<file path="config.mk">
export PLATFORM = sky130hd
export DESIGN_NAME = acc_sysreg_bank_flat
export DESIGN_NICKNAME = d
export VERILOG_FILES = /design/src/rtl/acc_sysreg_pkg.sv /design/src/rtl/acc_sysreg_bank_if.sv /design/src/rtl/acc_sysreg_alu.sv /design/src/rtl/acc_sysreg_bank.sv /design/src/flat_wrapper.sv
export SDC_FILE = /design/constraint.sdc
export NUM_CORES = 2
export LEC_CHECK = 0
export ABC_CLOCK_PERIOD_IN_PS = 28500
export BUFFER_PORTS_ARGS = -buffer_cell sky130_fd_sc_hd__buf_4
export CORE_MARGIN = 5
export CORE_UTILIZATION = 48
export CTS_CLUSTER_SIZE = 14
export DETAILED_ROUTE_END_ITERATION = 10
export HOLD_SLACK_MARGIN = 0.08
export PLACE_DENSITY = 0.66
export SYNTH_ARGS = -nofsm -noshare
export SYNTH_HDL_FRONTEND = slang
export SYNTH_SLANG_ARGS = --single-unit
</file>
<file path="constraint.sdc">
create_clock -name clk_i_asb -period 28.5 [get_ports clk_i_asb]
set_input_delay 4.275 -clock clk_i_asb [delete_from_list [all_inputs] [get_ports clk_i_asb]]
set_output_delay 4.275 -clock clk_i_asb [all_outputs]
set_load 0.005 [all_outputs]
</file>
<file path="src/rtl/acc_sysreg_pkg.sv">
// rtl/acc_sysreg_pkg.sv - opcodes, FSM states and condition-code bit positions
package acc_sysreg_pkg;

  typedef enum logic [2:0] {
    OP_ADD   = 3'b000,
    OP_SUB   = 3'b001,
    OP_SET   = 3'b010,
    OP_CMP   = 3'b011,
    OP_SYSRD = 3'b100,
    OP_SYSWR = 3'b101,
    OP_MAC   = 3'b110,
    OP_CLR   = 3'b111
  } op_e;

  typedef enum logic {
    ST_IDLE = 1'b0,
    ST_MAC1 = 1'b1
  } state_e;

  localparam int CC_ZERO = 0;
  localparam int CC_OVF  = 1;
  localparam int CC_NEG  = 2;

endpackage

</file>
<file path="src/rtl/acc_sysreg_bank_if.sv">
// rtl/acc_sysreg_bank_if.sv - request/result bus of the accumulator/sysreg bank
interface acc_sysreg_bank_if #(
  parameter int unsigned DW   = 32,
  parameter int unsigned NACC = 16
);
  localparam int AW = $clog2(NACC);

  logic          req_valid_i_asb;
  logic          req_ready_o_asb;
  logic [2:0]    op_i_asb;
  logic [AW-1:0] acc_sel_i_asb;
  logic [DW-1:0] opr0_i_asb;
  logic [4:0]    imm5_i_asb;
  logic          src_sel_i_asb;
  logic          rslt_valid_o_asb;
  logic [DW-1:0] rslt_o_asb;
  logic [2:0]    rslt_cc_o_asb;

  modport master (
    output req_valid_i_asb, op_i_asb, acc_sel_i_asb, opr0_i_asb, imm5_i_asb, src_sel_i_asb,
    input  req_ready_o_asb, rslt_valid_o_asb, rslt_o_asb, rslt_cc_o_asb
  );

  modport slave (
    input  req_valid_i_asb, op_i_asb, acc_sel_i_asb, opr0_i_asb, imm5_i_asb, src_sel_i_asb,
    output req_ready_o_asb, rslt_valid_o_asb, rslt_o_asb, rslt_cc_o_asb
  );
endinterface

</file>
<file path="src/rtl/acc_sysreg_alu.sv">
// rtl/acc_sysreg_alu.sv - combinational add/sub with signed overflow flags and optional saturation
module acc_sysreg_alu
  import acc_sysreg_pkg::*;
#(
  parameter int unsigned DW     = 32,
  parameter bit          SAT_EN = 1'b0
) (
  input  logic [DW-1:0] a_i,
  input  logic [DW-1:0] b_i,
  input  logic          sub_i,
  input  logic          sat_ok_i,
  output logic [DW-1:0] res_o,
  output logic [2:0]    cc_o
);
  logic [DW-1:0] raw;
  logic          a_s;
  logic          b_s;
  logic          ovf;

  always_comb begin
    raw = sub_i ? (a_i - b_i) : (a_i + b_i);
    // Subtraction flips the effective sign of b, so one rule covers both directions.
    a_s = a_i[DW-1];
    b_s = b_i[DW-1] ^ sub_i;
    ovf = (a_s == b_s) && (raw[DW-1] != a_s);
    res_o = raw;
    if (SAT_EN && sat_ok_i && ovf) begin
      res_o = a_s ? {1'b1, {(DW-1){1'b0}}} : {1'b0, {(DW-1){1'b1}}};
    end
    cc_o          = '0;
    cc_o[CC_NEG]  = res_o[DW-1];
    cc_o[CC_OVF]  = ovf;
    cc_o[CC_ZERO] = (res_o == '0);
  end
endmodule

</file>
<file path="src/rtl/acc_sysreg_bank.sv">
// rtl/acc_sysreg_bank.sv - accumulator bank with system registers and a two-cycle MAC
module acc_sysreg_bank
  import acc_sysreg_pkg::*;
#(
  parameter int unsigned DW      = 32,
  parameter int unsigned NACC    = 16,
  parameter int unsigned NSYS    = 8,
  parameter bit          SAT_EN  = 1'b0,
  parameter logic [31:0] VERSION = 32'h0000_0002
) (
  input logic              clk_i_asb,
  input logic              rst_i_asb,
  acc_sysreg_bank_if.slave bus
);
  localparam int AW = $clog2(NACC);
  localparam int SW = $clog2(NSYS);
  localparam logic [DW-1:0] VERSION_W = DW'(VERSION);

  state_e        state_q, state_d;
  logic [DW-1:0] acc_q [NACC];
  logic [DW-1:0] acc_d [NACC];
  logic [DW-1:0] sys_q [NSYS];
  logic [DW-1:0] sys_d [NSYS];
  logic [DW-1:0] mac_p_q, mac_p_d;
  logic [AW-1:0] mac_idx_q, mac_idx_d;
  logic [DW-1:0] rslt_q, rslt_d;
  logic [2:0]    cc_q, cc_d;
  logic          valid_q, valid_d;

  op_e           op;
  logic          accept;
  logic [DW-1:0] imm_ext;
  logic [DW-1:0] b_w;
  logic [DW-1:0] acc_rd;
  logic [SW-1:0] sys_idx;
  logic [DW-1:0] sys_rd;
  logic [DW-1:0] alu_a, alu_b, alu_res;
  logic          alu_sub, alu_sat;
  logic [2:0]    alu_cc;

  function automatic logic [2:0] plain_cc(input logic [DW-1:0] v);
    plain_cc          = '0;
    plain_cc[CC_NEG]  = v[DW-1];
    plain_cc[CC_ZERO] = (v == '0);
  endfunction

  assign op      = op_e'(bus.op_i_asb);
  assign accept  = bus.req_valid_i_asb && (state_q == ST_IDLE);
  assign imm_ext = {{(DW-5){1'b0}}, bus.imm5_i_asb};
  assign b_w     = bus.src_sel_i_asb ? bus.opr0_i_asb : imm_ext;
  assign acc_rd  = acc_q[bus.acc_sel_i_asb];
  assign sys_idx = bus.imm5_i_asb[SW-1:0];
  assign sys_rd  = (sys_idx == '0) ? VERSION_W : sys_q[sys_idx];

  // The second MAC cycle borrows the adder for acc + product.
  always_comb begin
    alu_a   = acc_rd;
    alu_b   = b_w;
    alu_sub = (op == OP_SUB) || (op == OP_CMP);
    alu_sat = (op != OP_CMP);
    if (state_q == ST_MAC1) begin
      alu_a   = acc_q[mac_idx_q];
      alu_b   = mac_p_q;
      alu_sub = 1'b0;
      alu_sat = 1'b1;
    end
  end

  acc_sysreg_alu #(.DW(DW), .SAT_EN(SAT_EN)) u_alu (
    .a_i      (alu_a),
    .b_i      (alu_b),
    .sub_i    (alu_sub),
    .sat_ok_i (alu_sat),
    .res_o    (alu_res),
    .cc_o     (alu_cc)
  );

  always_comb begin
    state_d   = state_q;
    acc_d     = acc_q;
    sys_d     = sys_q;
    mac_p_d   = mac_p_q;
    mac_idx_d = mac_idx_q;
    rslt_d    = rslt_q;
    cc_d      = cc_q;
    valid_d   = 1'b0;
    if (state_q == ST_MAC1) begin
      acc_d[mac_idx_q] = alu_res;
      rslt_d  = alu_res;
      cc_d    = alu_cc;
      valid_d = 1'b1;
      state_d = ST_IDLE;
    end else if (accept) begin
      valid_d = 1'b1;
      case (op)
        OP_ADD, OP_SUB: begin
          acc_d[bus.acc_sel_i_asb] = alu_res;
          rslt_d = alu_res;
          cc_d   = alu_cc;
        end
        OP_SET: begin
          acc_d[bus.acc_sel_i_asb] = bus.opr0_i_asb;
          rslt_d = bus.opr0_i_asb;
          cc_d   = plain_cc(bus.opr0_i_asb);
        end
        OP_CMP: begin
          rslt_d = acc_rd;
          cc_d   = alu_cc;
        end
        OP_SYSRD: begin
          rslt_d = sys_rd;
          cc_d   = plain_cc(sys_rd);
        end
        OP_SYSWR: begin
          if (sys_idx != '0) sys_d[sys_idx] = bus.opr0_i_asb;
          rslt_d = bus.opr0_i_asb;
          cc_d   = plain_cc(bus.opr0_i_asb);
        end
        OP_MAC: begin
          valid_d   = 1'b0;
          mac_p_d   = bus.opr0_i_asb * imm_ext;
          mac_idx_d = bus.acc_sel_i_asb;
          state_d   = ST_MAC1;
        end
        OP_CLR: begin
          acc_d  = '{default: '0};
          rslt_d = '0;
          cc_d   = 3'b001;
        end
        default: ;
      endcase
    end
  end

  always_ff @(posedge clk_i_asb or posedge rst_i_asb) begin
    if (rst_i_asb) begin
      state_q   <= ST_IDLE;
      acc_q     <= '{default: '0};
      sys_q     <= '{default: '0};
      mac_p_q   <= '0;
      mac_idx_q <= '0;
      rslt_q    <= '0;
      cc_q      <= '0;
      valid_q   <= 1'b0;
    end else begin
      state_q   <= state_d;
      acc_q     <= acc_d;
      sys_q     <= sys_d;
      mac_p_q   <= mac_p_d;
      mac_idx_q <= mac_idx_d;
      rslt_q    <= rslt_d;
      cc_q      <= cc_d;
      valid_q   <= valid_d;
    end
  end

  assign bus.req_ready_o_asb  = (state_q == ST_IDLE);
  assign bus.rslt_valid_o_asb = valid_q;
  assign bus.rslt_o_asb       = rslt_q;
  assign bus.rslt_cc_o_asb    = cc_q;
endmodule

</file>
<file path="src/flat_wrapper.sv">
// flat-port wrapper written by rule: the top's interface ports become plain ports
module acc_sysreg_bank_flat import acc_sysreg_pkg::*;
#(
  parameter int unsigned DW      = 32,
  parameter int unsigned NACC    = 16,
  parameter int unsigned NSYS    = 8,
  parameter bit          SAT_EN  = 1'b0,
  parameter logic [31:0] VERSION = 32'h0000_0002
)
  (clk_i_asb, rst_i_asb, bus_req_valid_i_asb, bus_op_i_asb, bus_acc_sel_i_asb, bus_opr0_i_asb, bus_imm5_i_asb, bus_src_sel_i_asb, bus_req_ready_o_asb, bus_rslt_valid_o_asb, bus_rslt_o_asb, bus_rslt_cc_o_asb);
  acc_sysreg_bank_if #(.DW(DW), .NACC(NACC)) bus_i ();
  input logic clk_i_asb;
  input logic rst_i_asb;
  input wire logic [$bits(bus_i.req_valid_i_asb)-1:0] bus_req_valid_i_asb;
  input wire logic [$bits(bus_i.op_i_asb)-1:0] bus_op_i_asb;
  input wire logic [$bits(bus_i.acc_sel_i_asb)-1:0] bus_acc_sel_i_asb;
  input wire logic [$bits(bus_i.opr0_i_asb)-1:0] bus_opr0_i_asb;
  input wire logic [$bits(bus_i.imm5_i_asb)-1:0] bus_imm5_i_asb;
  input wire logic [$bits(bus_i.src_sel_i_asb)-1:0] bus_src_sel_i_asb;
  output wire logic [$bits(bus_i.req_ready_o_asb)-1:0] bus_req_ready_o_asb;
  output wire logic [$bits(bus_i.rslt_valid_o_asb)-1:0] bus_rslt_valid_o_asb;
  output wire logic [$bits(bus_i.rslt_o_asb)-1:0] bus_rslt_o_asb;
  output wire logic [$bits(bus_i.rslt_cc_o_asb)-1:0] bus_rslt_cc_o_asb;
  assign bus_i.req_valid_i_asb = bus_req_valid_i_asb;
  assign bus_i.op_i_asb = bus_op_i_asb;
  assign bus_i.acc_sel_i_asb = bus_acc_sel_i_asb;
  assign bus_i.opr0_i_asb = bus_opr0_i_asb;
  assign bus_i.imm5_i_asb = bus_imm5_i_asb;
  assign bus_i.src_sel_i_asb = bus_src_sel_i_asb;
  assign bus_req_ready_o_asb = bus_i.req_ready_o_asb;
  assign bus_rslt_valid_o_asb = bus_i.rslt_valid_o_asb;
  assign bus_rslt_o_asb = bus_i.rslt_o_asb;
  assign bus_rslt_cc_o_asb = bus_i.rslt_cc_o_asb;
  acc_sysreg_bank #(.DW(DW), .NACC(NACC), .NSYS(NSYS), .SAT_EN(SAT_EN), .VERSION(VERSION)) u_core (.clk_i_asb(clk_i_asb), .rst_i_asb(rst_i_asb), .bus(bus_i));
endmodule
</file>
Word level (Yosys, flattened, before mapping)
Index checks and enable logic that the tools add are counted.

Flip-flop bits (word level): 841. Input port bits: 48. Logic and storage cells: 117.

$add $sub $neg: 2. Multiply operators: 1. Order comparisons: 6. Equal/unequal tests: 9. Mux-type cells: 40. Bitwise gates (word level): 5. Reductions and logical operators: 24.

Operators with widths (count): 512-bit bitwise mux (3); 512-bit case mux with 3 select lines (1); 512-bit 2-to-1 mux (2); 32-bit 2-to-1 mux (16); 32-bit binary-select mux with 4-bit select (2); 256-bit bitwise mux (1); 32-bit demux with 4-bit select (2); 32-bit case mux with 5 select lines (1); 32-bit binary-select mux with 3-bit select (1); 32-bit demux with 3-bit select (1); 32-bit zero test (3); 32-bit adder (1); 32-bit by 5-bit multiplier with 32-bit output (1); 32-bit subtractor (1); 3-bit == test (second input constant) (4); 3-bit case mux with 4 select lines (1); 5-bit greater-or-equal comparator (second input constant) (2); 5-bit by 1-bit < comparator with 1-bit output (second input constant) (2); 4-bit inverter with 5-bit output (2); 1-bit 2-to-1 mux (7); 3-bit by 2-bit == test with 1-bit output (second input constant) (2); 3-bit zero test (2); 3-bit 2-to-1 mux (2); 2-bit AND reduction (3); 19 further kinds (24).

Depth between registers and ports, before layout
Word-level depth: 12. Gate-level depth with buffers: 24.

Modules after synthesis
From an unflattened synthesis, not the netlist that was laid out.

Cells, all modules: 5221. Area total of the unflattened synthesis: 52566.7 µm².

By module, submodules not included: acc_sysreg_bank (times used 1, cells each 4826, area an instance 49824.0 µm²); acc_sysreg_alu (times used 1, cells each 395, area an instance 2742.6 µm²).

Worst setup path after synthesis
No wires, ideal clock.

Path type: in2reg. From: input port bus_imm5_i_asb[2]. To: register u_core.mac_p_q[31]. Arrival time: 9.553 ns. Required time: 28.431 ns. Slack: 18.878 ns. Stages: 21. Cells stage by stage: clkbuf_1 clkbuf_1 clkbuf_1 clkbuf_1 clkbuf_1 nand2_1 fa_1 inv_1 fa_1 fa_1 ha_1 a41oi_1 o21ai_0 a21oi_1 o31ai_1 a311oi_1 nor2_1 a41oi_1 o21ai_0 or4_1 nand3_1.

Cells in the longest elaborated chain, start to end: 1.

Ends and longest elaborated chain: from (decl) (line flat_wrapper.sv:18) `input wire logic [$bits(bus_i.imm5_i_asb)-1:0] bus_imm5_i_asb;`; 32-bit by 5-bit multiplier with 32-bit output (line acc_sysreg_bank.sv:121) `mac_p_d = bus.opr0_i_asb * imm_ext;`; to (signal assigned) (line acc_sysreg_bank.sv:149) `mac_p_q <= mac_p_d;`; to (decl) (line acc_sysreg_bank.sv:24) `logic [DW-1:0] mac_p_q, mac_p_d;`.

No other way between the ends. A chain may end at the register's enable or synchronous reset.

Final worst setup path
From: input port bus_acc_sel_i_asb[0]. To: register u_core.cc_q[1] (netlist: u_core.bus.rslt_cc_o_asb[1]).

Cells in the longest elaborated chain, start to end: 12. Elaborated cells between the ends (all ways): 14. Those cells by class: add/sub: 2; eq/ne: 2; mux: 8; bitwise: 1; reduce/logical: 1.

Ends and longest elaborated chain: from (decl) (line flat_wrapper.sv:16) `input wire logic [$bits(bus_i.acc_sel_i_asb)-1:0] bus_acc_sel_i_asb;`; 4-bit inverter with 5-bit output (implied by the code) (*) (line acc_sysreg_bank.sv:51) `assign acc_rd = acc_q[bus.acc_sel_i_asb];`; 32-bit binary-select mux with 4-bit select (*) (line acc_sysreg_bank.sv:51); 32-bit 2-to-1 mux (implied by the code) (*) (2 in a row) (line acc_sysreg_bank.sv:51); 32-bit 2-to-1 mux (*) (line acc_sysreg_bank.sv:61) `if (state_q == ST_MAC1) begin`; 32-bit adder / 32-bit subtractor (equally long branches) (line acc_sysreg_alu.sv:21) `raw = sub_i ? (a_i - b_i) : (a_i + b_i);`; 32-bit 2-to-1 mux (line acc_sysreg_alu.sv:21); 1-bit inequality test (line acc_sysreg_alu.sv:25) `ovf = (a_s == b_s) && (raw[DW-1] != a_s);`; 1-bit logical AND (*) (line acc_sysreg_alu.sv:25); 3-bit case mux with 4 select lines (line acc_sysreg_bank.sv:95) `case (op)`; 3-bit 2-to-1 mux (line acc_sysreg_bank.sv:93) `end else if (accept) begin`; 3-bit 2-to-1 mux (*) (line acc_sysreg_bank.sv:87) `if (state_q == ST_MAC1) begin`; to (signal assigned) (line acc_sysreg_bank.sv:143) `cc_q <= '0;`; to (signal assigned) (line acc_sysreg_bank.sv:152) `cc_q <= cc_d;`; to (decl) (line acc_sysreg_bank.sv:27) `logic [2:0] cc_q, cc_d;`.

Every way passes the cells marked *; elsewhere a longest branch is shown, timed or not. The select of a mux whose other input is x is not followed.

==> reports/qor.csv <==
metric;value;unit
Final nets;5019;
post-synth top area share;0.384;
ranking of synthesized cells by area;dfrtp_1 (38%), mux4_2 (14%), a22o_1 (9.4%);
Sum Neg Setup Slack;0;ps
Mapped Cells;5046;
Starting Density;0.484;
worst hold margin;475;ps
top-count cell post-synth;nand2_1;
Die ar.;0.116;mm^2
Post-DP HPWL;131;mm
area of the mapped netlist;0.0527;mm^2
Net Count, Synth;5244;
MaxCap Viol Count;1;
achievable frequency;96.5;MHz
leakage power figure;25.0;nW
share of layout cells above drive strength 1;0.221;
final worst-path cycle share;0.364;
Num CTS Buffers;95;
crit-path cells;buf_8 -> buf_4 -> mux4_2 -> mux4_2 -> nand2_1 -> nand2_1 -> ha_1 -> a21oi_1 -> o21ai_0 -> a2111oi_0 -> a311oi_1 -> o31ai_1 -> o21ai_1 -> xnor2_2 -> nand3_1 -> and2_1 -> o31ai_2;
Die W;341;um
DRT Wirelength;219;mm
vias in the first global route;45800;
post-CTS setup buffer count;0;
clock tree buffer depth;3;
ys flop type;dfrtp_1;
run status;finished, violations left;
CTS tree;yes;
DR WL/cell;34.6;um
DR vias/cell;7.40;
worst slew pin tran;1610;ps
CP max stage cell;xnor2_2;
first-pass GRT wire length;316;mm
family with the most delay on the worst path;compound AO/OA/AOI/OAI gates;
Post-synth ARST share;1.00;
Worst Setup Path Type;primary input to register;
Crit Path Max Fanout;53;
final max-slew violation count;11;
gr ovfl total;0;
# rows;121;
area grow syn2layout;9.77;%
Clock transition at path regs;60;ps
# setup viols final;0;
P per Cell Area;65.1;mW/mm^2
Cell variety after synth;79;
Non-Filler Instances;6314;
IO Port Bufs;84;
most frequent cells after synthesis;nand2_1 (842), dfrtp_1 (809), o21ai_0 (592), a22o_1 (564), clkbuf_1 (473);
Post-synth EDFFs;0;
I/O pins;85;
Seq/Total Area, Yosys;0.384;
largest net degree at the start of global routing;153;
endpoint type of the worst setup path;register;
failing checks;capacitance limit, slew limit;
CP bufs+invs;2;
router iterations before antenna repair;10;
RSZ-0062 raised after global routing;no;
CTS Sinks;809;
core area;0.109;mm^2
post-cts sizing count;0;
synthesized area per cell;10.4;um^2
flops & latches, synth;809;
initial drt markers;6883;
DR DRC count;0;
Max Clock Skew;39.7;ps
post-route ant nets;0;
CP startpoint kind;primary input;
Synth area leader;dfrtp_1;
initial antenna violation count;10;
worst endpoint required time;29090;ps
final hold vios;0;
routability cong.;1.01;
relative slew slack;-0.0788;
Crit path largest cell delay;960;ps
cts-stage hold buffer count;0;
Synth warnings;0;
dpl cells;6138;
gr usage total;0.367;
Worst Hold Class;register to register;
CP arrival;10950;ps
Worst-Skew Late Latency;710;ps
CTS root buf;clkbuf_16;
worst vdd rail ir drop;53.8;uV
Max H-tree Level;3;
Die Y;341;um
routed via count;46700;
min cycle time layout;10370;ps
[flip-flops by register name, indices dropped and copies added (netlist names)]
| name | count |
|---|---|
| u_core.acc_q | 512 |
| u_core.state_q | 1 |
| u_core.bus.rslt_o_asb | 32 |
| u_core.mac_idx_q | 4 |
| u_core.bus.rslt_cc_o_asb | 3 |
| u_core.bus.rslt_valid_o_asb | 1 |
| u_core.sys_q | 224 |
| u_core.mac_p_q | 32 |
[per-layer routing]
| metal | up-vias | routed length, um | share of wire | global-route usage |
|---|---|---|---|---|
| li1 | 18300 | - | - | - |
| met5 | - | 88 | 0.00040 | 0.00375 |
| met4 | 6 | 18600 | 0.085 | 0.246 |
| met3 | 1111 | 32000 | 0.15 | 0.143 |
| met2 | 4040 | 90500 | 0.41 | 0.523 |
| met1 | 23200 | 77600 | 0.35 | 0.464 |
[power by group]
| group | switching (mW) | internal (mW) | total [mW] |
|---|---|---|---|
| registers | 0.123 | 1.29 | 1.41 |
| logic | 0.642 | 0.422 | 1.06 |
| clock network | 0.524 | 0.760 | 1.28 |
[worst reg2reg max path, cell delays in order, from the launching register on]
cell and delay (ps):
dfrtp_4 470, clkinv_2 550, buf_4 680, mux2i_4 410, ha_1 240, nand2_1 60
nor2_1 210, o2111ai_1 170, nor2b_1 340, nand2_1 230, nand2_1 140, xor2_1 380
ha_1 350, a21o_1 240, a2111oi_0 760, a311oi_1 300, o31ai_1 450, o21ai_1 170
xnor2_2 960, nand3_1 160, and2_1 220, o31ai_2 180
[cells in the final DEF (no fill, tap or decap), types with 17 or more instances in the layout]
cell | Yosys | layout
mux2i_1 | 34 | 34
nor3_1 | 29 | 20
nor2_1 | 102 | 98
xnor2_1 | 50 | 47
a21o_1 | 32 | 32
inv_1 | 76 | 75
mux2_2 | 260 | 260
and2_1 | 80 | 80
o21ai_0 | 592 | 592
clkbuf_1 | 473 | 22
a31oi_1 | 22 | 22
fa_1 | 84 | 84
a22o_1 | 564 | 564
clkbuf_8 | 0 | 17
a21oi_1 | 86 | 69
dfrtp_1 | 809 | 804
clkbuf_16 | 0 | 97
nand3_1 | 23 | 22
a221oi_1 | 52 | 52
nand2_1 | 842 | 838
and3_1 | 24 | 23
mux4_2 | 336 | 336
ha_1 | 66 | 66
buf_4 | 0 | 219
nand2b_1 | 20 | 20
xor2_1 | 34 | 33
a222oi_1 | 17 | 17
[logic make-up (layout without fill, tap and decap cells)]
group | Yosys count | after routing | share of synthesized area
simple gates | 1214 | 1214 | 0.0991
flops | 809 | 809 | 0.384
xor+xnor | 84 | 84 | 0.0140
compound gates | 1530 | 1530 | 0.202
mux | 637 | 637 | 0.208
buf+inv | 622 | 468 | 0.0448
fa+ha+maj | 150 | 150 | 0.0476
other cells | 0 | 8 | 0
[cell type report]
type,count,area [um^2]
multi-input combinational,3615,30500
clock buffer,136,2740
timing repair buffer,222,1690
tap,1414,1770
antenna,8,20.0
fill,9404,51100
clock inverter,32,497
inverter,78,302
sequential,809,20300
[metrics by stage]
step / util / setup WS (ps) / total power [mW] / cell area [um^2]
CTS: 0.531 / 18340 / 3.73 / 57800
global route: 0.531 / 17850 / 3.89 / 57800
detailed placement: 0.501 / 17620 / 2.45 / 54500
global placement: 0.501 / 17680 / 2.43 / 54500
floorplan: - / 1500 / 2.09 / 52700
finish: 0.531 / 18130 / 3.76 / 57800
[worst paths after layout]
path | from | to | slack [ps] | depth (start not counted)
worst min-delay path | u_core.mac_p_q[26]$_DFFE_PP0P_ | u_core.mac_p_q[26]$_DFFE_PP0P_ | 470 | 2
worst min register to register | u_core.mac_p_q[26]$_DFFE_PP0P_ | u_core.mac_p_q[26]$_DFFE_PP0P_ | 470 | 2
max in group asynchronous | rst_i_asb | u_core.acc_q[137]$_DFFE_PP0P_ | 21630 | 5
min in group asynchronous | rst_i_asb | u_core.sys_q[51]$_DFFE_PP0P_ | 3670 | 2
worst max-delay path | bus_acc_sel_i_asb[0] | u_core.bus.rslt_cc_o_asb[1]$_DFFE_PP0P_ | 18130 | 17
worst max register to register | u_core.state_q$_DFF_PP0_ | u_core.bus.rslt_cc_o_asb[1]$_DFFE_PP0P_ | 20710 | 21
Note: power is estimated with default switching activity, not from simulation.
